File: src/rtl/xor_arb_pkg.sv
// Shared types and constants for the xor_unit_arbiter slice.
// Optional feature macro: XOR_ARB_PARITY_EN (adds the registered rsp_parity output).
package xor_arb_pkg;

  typedef enum logic {
    IDLE = 1'b0,
    HOLD = 1'b1
  } xor_arb_state_t;

  localparam int XOR_ARB_MAX_NREQ  = 8;
  localparam int XOR_DEFAULT_WIDTH = 32;

endpackage

File: src/rtl/xor_unit_arbiter_if.sv
// Request/response bundle between NREQ requesters and the shared XOR unit.
// Optional feature macro: XOR_ARB_PARITY_EN (adds rsp_parity).
interface xor_unit_arbiter_if #(
  parameter int WIDTH = 32,
  parameter int NREQ  = 4
);
  localparam int IDW = $clog2(NREQ);

  logic [NREQ-1:0]       req_valid;
  logic [NREQ-1:0]       req_ready;
  logic [NREQ*WIDTH-1:0] req_a;
  logic [NREQ*WIDTH-1:0] req_b;
  logic                  rsp_valid;
  logic                  rsp_ready;
  logic [IDW-1:0]        rsp_id;
  logic [WIDTH-1:0]      rsp_data;
`ifdef XOR_ARB_PARITY_EN
  logic                  rsp_parity;

  modport master (
    output req_valid, req_a, req_b, rsp_ready,
    input  req_ready, rsp_valid, rsp_id, rsp_data, rsp_parity
  );
  modport slave (
    input  req_valid, req_a, req_b, rsp_ready,
    output req_ready, rsp_valid, rsp_id, rsp_data, rsp_parity
  );
`else
  modport master (
    output req_valid, req_a, req_b, rsp_ready,
    input  req_ready, rsp_valid, rsp_id, rsp_data
  );
  modport slave (
    input  req_valid, req_a, req_b, rsp_ready,
    output req_ready, rsp_valid, rsp_id, rsp_data
  );
`endif
endinterface

File: src/rtl/xor32.sv
// 32-bit bitwise XOR datapath shared by the arbiter.
module xor32 (
  input  logic [31:0] a_i,
  input  logic [31:0] b_i,
  output logic [31:0] y_o
);
  assign y_o = a_i ^ b_i;
endmodule

File: src/rtl/xor_unit_arbiter_rr_arbiter.sv
// Round-robin picker: first asserted request at or after ptr_i, wrapping modulo NREQ.
module rr_arbiter #(
  parameter int NREQ = 4,
  localparam int IDW = $clog2(NREQ)
) (
  input  logic [NREQ-1:0] req_i,
  input  logic [IDW-1:0]  ptr_i,
  output logic [NREQ-1:0] grant_o,
  output logic [IDW-1:0]  grant_idx_o,
  output logic            any_o
);
  logic [IDW:0]   sum;
  logic [IDW-1:0] idx;

  // Scan from the farthest offset down so the closest requester to ptr_i wins last.
  always_comb begin
    grant_o     = '0;
    grant_idx_o = '0;
    any_o       = 1'b0;
    sum         = '0;
    idx         = '0;
    for (int k = NREQ - 1; k >= 0; k--) begin
      sum = {1'b0, ptr_i} + (IDW+1)'(k);
      if (sum >= (IDW+1)'(NREQ)) sum = sum - (IDW+1)'(NREQ);
      idx = sum[IDW-1:0];
      if (req_i[idx]) begin
        grant_idx_o = idx;
        any_o       = 1'b1;
      end
    end
    if (any_o) grant_o = NREQ'(1) << grant_idx_o;
  end
endmodule

File: src/rtl/xor_unit_arbiter.sv
// Shares one XOR datapath among NREQ requesters with round-robin grant and a registered response.
// Optional feature macro: XOR_ARB_PARITY_EN (registered rsp_parity = ^rsp_data).
module xor_unit_arbiter
  import xor_arb_pkg::*;
#(
  parameter int WIDTH = XOR_DEFAULT_WIDTH,
  parameter int NREQ  = 4
) (
  input  logic             clk,
  input  logic             rst_n,
  xor_unit_arbiter_if.slave bus
);
  localparam int IDW = $clog2(NREQ);

  xor_arb_state_t   state_q, state_d;
  logic [IDW-1:0]   rr_ptr_q, rr_ptr_d;
  logic [NREQ-1:0]  grant;
  logic [IDW-1:0]   grant_idx;
  logic             any_req;
  logic             can_accept;
  logic             accept;
  logic [WIDTH-1:0] op_a, op_b, xor_res;
  logic [WIDTH-1:0] data_q;
  logic [IDW-1:0]   id_q;
`ifdef XOR_ARB_PARITY_EN
  logic             parity_q;
`endif

  function automatic logic [IDW-1:0] next_ptr(input logic [IDW-1:0] idx);
    if (int'(idx) == NREQ - 1) return '0;
    return idx + 1'b1;
  endfunction

  rr_arbiter #(.NREQ(NREQ)) u_rr (
    .req_i       (bus.req_valid),
    .ptr_i       (rr_ptr_q),
    .grant_o     (grant),
    .grant_idx_o (grant_idx),
    .any_o       (any_req)
  );

  assign op_a = bus.req_a[int'(grant_idx)*WIDTH +: WIDTH];
  assign op_b = bus.req_b[int'(grant_idx)*WIDTH +: WIDTH];

  generate
    if (WIDTH == 32) begin : g_xor32
      xor32 u_xor32 (.a_i(op_a), .b_i(op_b), .y_o(xor_res));
    end else begin : g_xor_generic
      assign xor_res = op_a ^ op_b;
    end
  endgenerate

  // A slot opens either because the result register is empty or because it drains this cycle.
  assign can_accept    = (state_q == IDLE) || bus.rsp_ready;
  assign accept        = can_accept && any_req;
  assign bus.req_ready = can_accept ? grant : '0;

  always_comb begin
    state_d  = state_q;
    rr_ptr_d = rr_ptr_q;
    case (state_q)
      IDLE:    if (any_req) state_d = HOLD;
      HOLD:    if (bus.rsp_ready) state_d = any_req ? HOLD : IDLE;
      default: state_d = IDLE;
    endcase
    if (accept) rr_ptr_d = next_ptr(grant_idx);
  end

  always_ff @(posedge clk or negedge rst_n) begin
    if (!rst_n) begin
      state_q  <= IDLE;
      rr_ptr_q <= '0;
      data_q   <= '0;
      id_q     <= '0;
`ifdef XOR_ARB_PARITY_EN
      parity_q <= 1'b0;
`endif
    end else begin
      state_q  <= state_d;
      rr_ptr_q <= rr_ptr_d;
      if (accept) begin
        data_q   <= xor_res;
        id_q     <= grant_idx;
`ifdef XOR_ARB_PARITY_EN
        parity_q <= ^xor_res;
`endif
      end
    end
  end

  assign bus.rsp_valid  = (state_q == HOLD);
  assign bus.rsp_data   = data_q;
  assign bus.rsp_id     = id_q;
`ifdef XOR_ARB_PARITY_EN
  assign bus.rsp_parity = parity_q;
`endif
endmodule
File: src/flat_wrapper.sv
// flat-port wrapper written by rule: the top's interface ports become plain ports
module xor_unit_arbiter_flat import xor_arb_pkg::*;
#(
  parameter int WIDTH = XOR_DEFAULT_WIDTH,
  parameter int NREQ  = 4
)
  (clk, rst_n, bus_req_valid, bus_req_a, bus_req_b, bus_rsp_ready, bus_req_ready, bus_rsp_valid, bus_rsp_id, bus_rsp_data);
  xor_unit_arbiter_if #(.WIDTH(WIDTH), .NREQ(NREQ)) bus_i ();
  input  logic clk;
  input  logic rst_n;
  input wire logic [$bits(bus_i.req_valid)-1:0] bus_req_valid;
  input wire logic [$bits(bus_i.req_a)-1:0] bus_req_a;
  input wire logic [$bits(bus_i.req_b)-1:0] bus_req_b;
  input wire logic [$bits(bus_i.rsp_ready)-1:0] bus_rsp_ready;
  output wire logic [$bits(bus_i.req_ready)-1:0] bus_req_ready;
  output wire logic [$bits(bus_i.rsp_valid)-1:0] bus_rsp_valid;
  output wire logic [$bits(bus_i.rsp_id)-1:0] bus_rsp_id;
  output wire logic [$bits(bus_i.rsp_data)-1:0] bus_rsp_data;
  assign bus_i.req_valid = bus_req_valid;
  assign bus_i.req_a = bus_req_a;
  assign bus_i.req_b = bus_req_b;
  assign bus_i.rsp_ready = bus_rsp_ready;
  assign bus_req_ready = bus_i.req_ready;
  assign bus_rsp_valid = bus_i.rsp_valid;
  assign bus_rsp_id = bus_i.rsp_id;
  assign bus_rsp_data = bus_i.rsp_data;
  xor_unit_arbiter #(.WIDTH(WIDTH), .NREQ(NREQ)) u_core (.clk(clk), .rst_n(rst_n), .bus(bus_i));
endmodule
File: config.mk
export PLATFORM = sky130hd
export DESIGN_NAME = xor_unit_arbiter_flat
export DESIGN_NICKNAME = d
export VERILOG_FILES = /design/src/rtl/xor_arb_pkg.sv /design/src/rtl/xor_unit_arbiter_if.sv /design/src/rtl/xor32.sv /design/src/rtl/xor_unit_arbiter_rr_arbiter.sv /design/src/rtl/xor_unit_arbiter.sv /design/src/flat_wrapper.sv
export SDC_FILE = /design/constraint.sdc
export NUM_CORES = 1
export LEC_CHECK = 0
export BUFFER_PORTS_ARGS = -buffer_cell sky130_fd_sc_hd__buf_2
export CAP_MARGIN = 20
export CORE_AREA = 2 2 116 118
export DETAILED_ROUTE_END_ITERATION = 7
export DIE_AREA = 0 0 118 120
export PLACE_DENSITY_LB_ADDON = 0.08
export SYNTH_ARGS = -nofsm -noshare
export SYNTH_HDL_FRONTEND = slang
export SYNTH_SLANG_ARGS = --single-unit
File: constraint.sdc
create_clock -name clk -period 4.03 [get_ports clk]
set_input_delay 0 -clock clk [delete_from_list [all_inputs] [get_ports clk]]
set_output_delay 0 -clock clk [all_outputs]
set_load 0.02 [all_outputs]
==> impl_metrics.py <==
metrics = {
    "run_status": {
        "status": "complete, no violations",
    },
    "logic_synthesis": {
        "post-synth-top-area-fraction": 0.250,
        "synthAdderAreaFrac": 0.00677,
        "yosys.area.top_type": "dfrtp_1",
        "syn_area_sq_um": 3700,
        "synthMuxAreaShare": 0.00271,
        "synth_fp_nets": 655,
        "synth_edf_count": 0,
        "synth_warnings": 0,
        "yosys-top-cells-area": "dfrtp_1, xnor2_1, xor2_1",
        "synth-simple-area-share": 0.114,
        "synth_top_family_by_area": "XOR/XNOR gates",
        "postSynthAreaPerCell_sq_um": 9.48,
        "ys_seq_area_frac": 0.250,
        "synth_cell_type_count": 30,
        "ys_seq_elements": 37,
        "synth_compound_area_frac": 0.259,
        "syn_inst": 390,
        "synth_xor_area_frac": 0.303,
        "dominantRegCellSynth": "dfrtp_1",
        "async_flop_share": 1.00,
    },
    "layout": {
        "drive_gt1_frac": 0.523,
        "antennaDiodeCount": 0,
        "area_growth_syn_to_layout_pct": 47.2,
        "nets": 940,
        "finish.utilization": 0.419,
        "postLayoutCellArea_sq_um": 5440,
        "fillerInstances": 1321,
    },
    "setup_path": {
        "critPathKind": "reg -> reg",
        "critPathBufInv": 3,
        "end_kind": "register",
        "path_cells": "inv_1 > o2bb2ai_4 > nor2_2 > inv_2 > buf_4 > a21oi_1 > a221o_1",
        "crit_fanout": 34,
        "required_ns": 4.19,
        "crit_path_max_incr_delay_ns": 0.52,
        "arrival_ns": 2.60,
        "startpoint_type": "register",
        "slowest_stage": "inv_2",
        "r2r_slack_ns": 1.59,
        "crit_family": "buffers and inverters",
    },
    "power_and_ir_drop": {
        "power_density_nw_per_um2": 426,
        "ir_drop_mv": 0.156,
        "p_leak_nw": 2.58,
    },
    "routing": {
        "drc_errors": 0,
        "first_pass_iters": 4,
        "vias": 3978,
        "drt-total-wl_microns": 12700,
        "antenna_left": 0,
        "drt_iter0_drc": 186,
        "post_drt_wl_per_cell_microns": 14.9,
        "via_per_inst": 4.67,
    },
    "placement": {
        "finalWeightedCongestion": 0.798,
        "portBuffers": 301,
        "post-dp-hpwl_microns": 9960,
        "postPlaceCellArea_sq_um": 5280,
    },
    "clocking": {
        "clock-sinks": 37,
        "cts_root_buffer": "clkbuf_16",
        "path_clk_slew_ns": 0.06,
        "cts_made_buffers": 5,
        "cts-htree-levels": 2,
        "clk_latency_ns": 0.28,
        "cts_buffer_depth": 2,
        "cts_tree": "yes",
        "post_cts_buffers": 0,
    },
    "timing": {
        "finalSetupViolations": 0,
        "hold_ws_ns": 0.0105,
        "tightest_slew_ns": 0.862,
        "hold_viol_final": 0,
        "period_share": 0.606,
        "min_period_ns": 2.44,
        "fin_skew_ns": 0.00545,
        "clock.fmax_ghz": 0.410,
        "slew_viol_final": 0,
        "slew_headroom": 0.425,
        "rsz0062_at_grt": "no",
        "final.setup.tns_ns": 0,
    },
    "grt": {
        "grt_remaining_overflow": 0,
        "grt_antenna_before_repair": 0,
        "track_usage": 0.174,
        "grt_pass1_wl_microns": 20100,
        "grt_max_degree": 65,
        "grt_pass1_vias": 4253,
    },
    "die": {
        "start_util": 0.285,
        "core_sq_um": 13000,
        "die_x_microns": 118,
        "fp-row-count": 42,
        "fp.dieArea_sq_um": 14200,
        "pin_count": 302,
        "fp.dieH_microns": 120,
    },
    "run": {
        "cap_violations": 0,
    },
    "min_path": {
        "min_path_type": "in -> reg",
    },
}
-- worst paths after layout --
check                                     start                 endpoint  cells past startpoint
min reg2reg                u_core.bus.rsp_id[1]     u_core.bus.rsp_id[1]                      1
min                            bus_req_valid[1]     u_core.bus.rsp_valid                      3
max                          u_core.rr_ptr_q[1]   u_core.bus.rsp_data[5]                      7
min in group asynchronous                 rst_n  u_core.bus.rsp_data[26]                      2
max in group asynchronous                 rst_n  u_core.bus.rsp_data[14]                      2
max reg2reg                  u_core.rr_ptr_q[1]   u_core.bus.rsp_data[5]                      7
-- synthesized netlist by cell type (2+ instances only) --
cell type	count
buf_4	7
dfrtp_1	37
a211oi_2	28
ha_1	2
a221o_1	32
xnor2_1	64
buf_2	16
a21o_1	3
xor2_1	64
buf_6	8
nand2_1	4
nor3_2	3
and2_1	2
a211oi_1	4
nor3_1	63
nor2_1	4
a21oi_1	34
inv_1	3
-- logic make-up (layout without fill, tap and decap cells) --
| group | count (synthesis) | in the layout |
|---|---|---|
| and+or+nand+nor | 80 | 80 |
| AOI/OAI and AO/OA | 107 | 107 |
| xor gates and xnor gates | 128 | 128 |
| DFF | 37 | 37 |
| buffers and inverters | 35 | 320 |
| adders and majority gates | 2 | 2 |
| muxes | 1 | 1 |
-- per-layer routing --
metal,global-route usage,wire (microns),up-vias
met1,0.194,4890,1788
met5,0,0,-
met2,0.332,6670,191
met4,0.0384,132,0
met3,0.0428,973,8
li1,-,-,1991
-- sequential cells by signal, indices dropped and copies added, names as in the netlist --
register	count
u_core.bus.rsp_data	32
u_core.rr_ptr_q	2
u_core.bus.rsp_valid	1
u_core.bus.rsp_id	2
-- cell type report --
type | instances | area, sq um | area share
timing repair buffer | 309 | 1570 | 0.289
clock buffer | 7 | 143 | 0.0262
tap | 176 | 220 | 0.0405
sequential | 37 | 926 | 0.170
inverter | 4 | 15.0 | 0.00276
multi-input combinational | 318 | 2570 | 0.472
-- per-stage QoR --
stage	power, mW	cells	setup WS, ns
final	2.32	851	1.59
after detailed placement	1.95	842	1.58
after CTS	2.36	851	1.58
after floorplan	1.51	390	2.42
after global routing	2.49	851	1.44
after global placement	1.94	842	1.71
-- tightest hold or removal path, delay by kind of cell --
family | cells | cell delay [ns]
buf+inv | 1 | 0.13
simple gates | 2 | 0.12
-- what timing repair did --
item,CTS,global route
resized for setup,0,0
hold endpoints to repair,38,0
hold buffers,2,0
-- cells in the final DEF (no fill, tap or decap), types with 2 or more instances in the layout --
cell,instances
nor3_2,2
and2_1,2
ha_1,2
dfrtp_1,37
a211oi_1,4
xor2_1,64
inv_1,3
buf_2,301
clkbuf_16,5
a211oi_2,28
nor3_1,63
buf_4,6
a21o_1,3
a221o_1,32
nor2_1,3
a21oi_1,34
nand2_1,4
dlygate4sd3_1,2
xnor2_1,64
-- report_power, final --
group	switching, mW	internal [mW]	total [mW]	leakage (nW)
registers	0.0940	0.523	0.617	0.444
clock network	0.140	0.243	0.383	0.0700
logic	0.787	0.529	1.32	2.06
No activity file was read; power rests on OpenSTA's default activity.
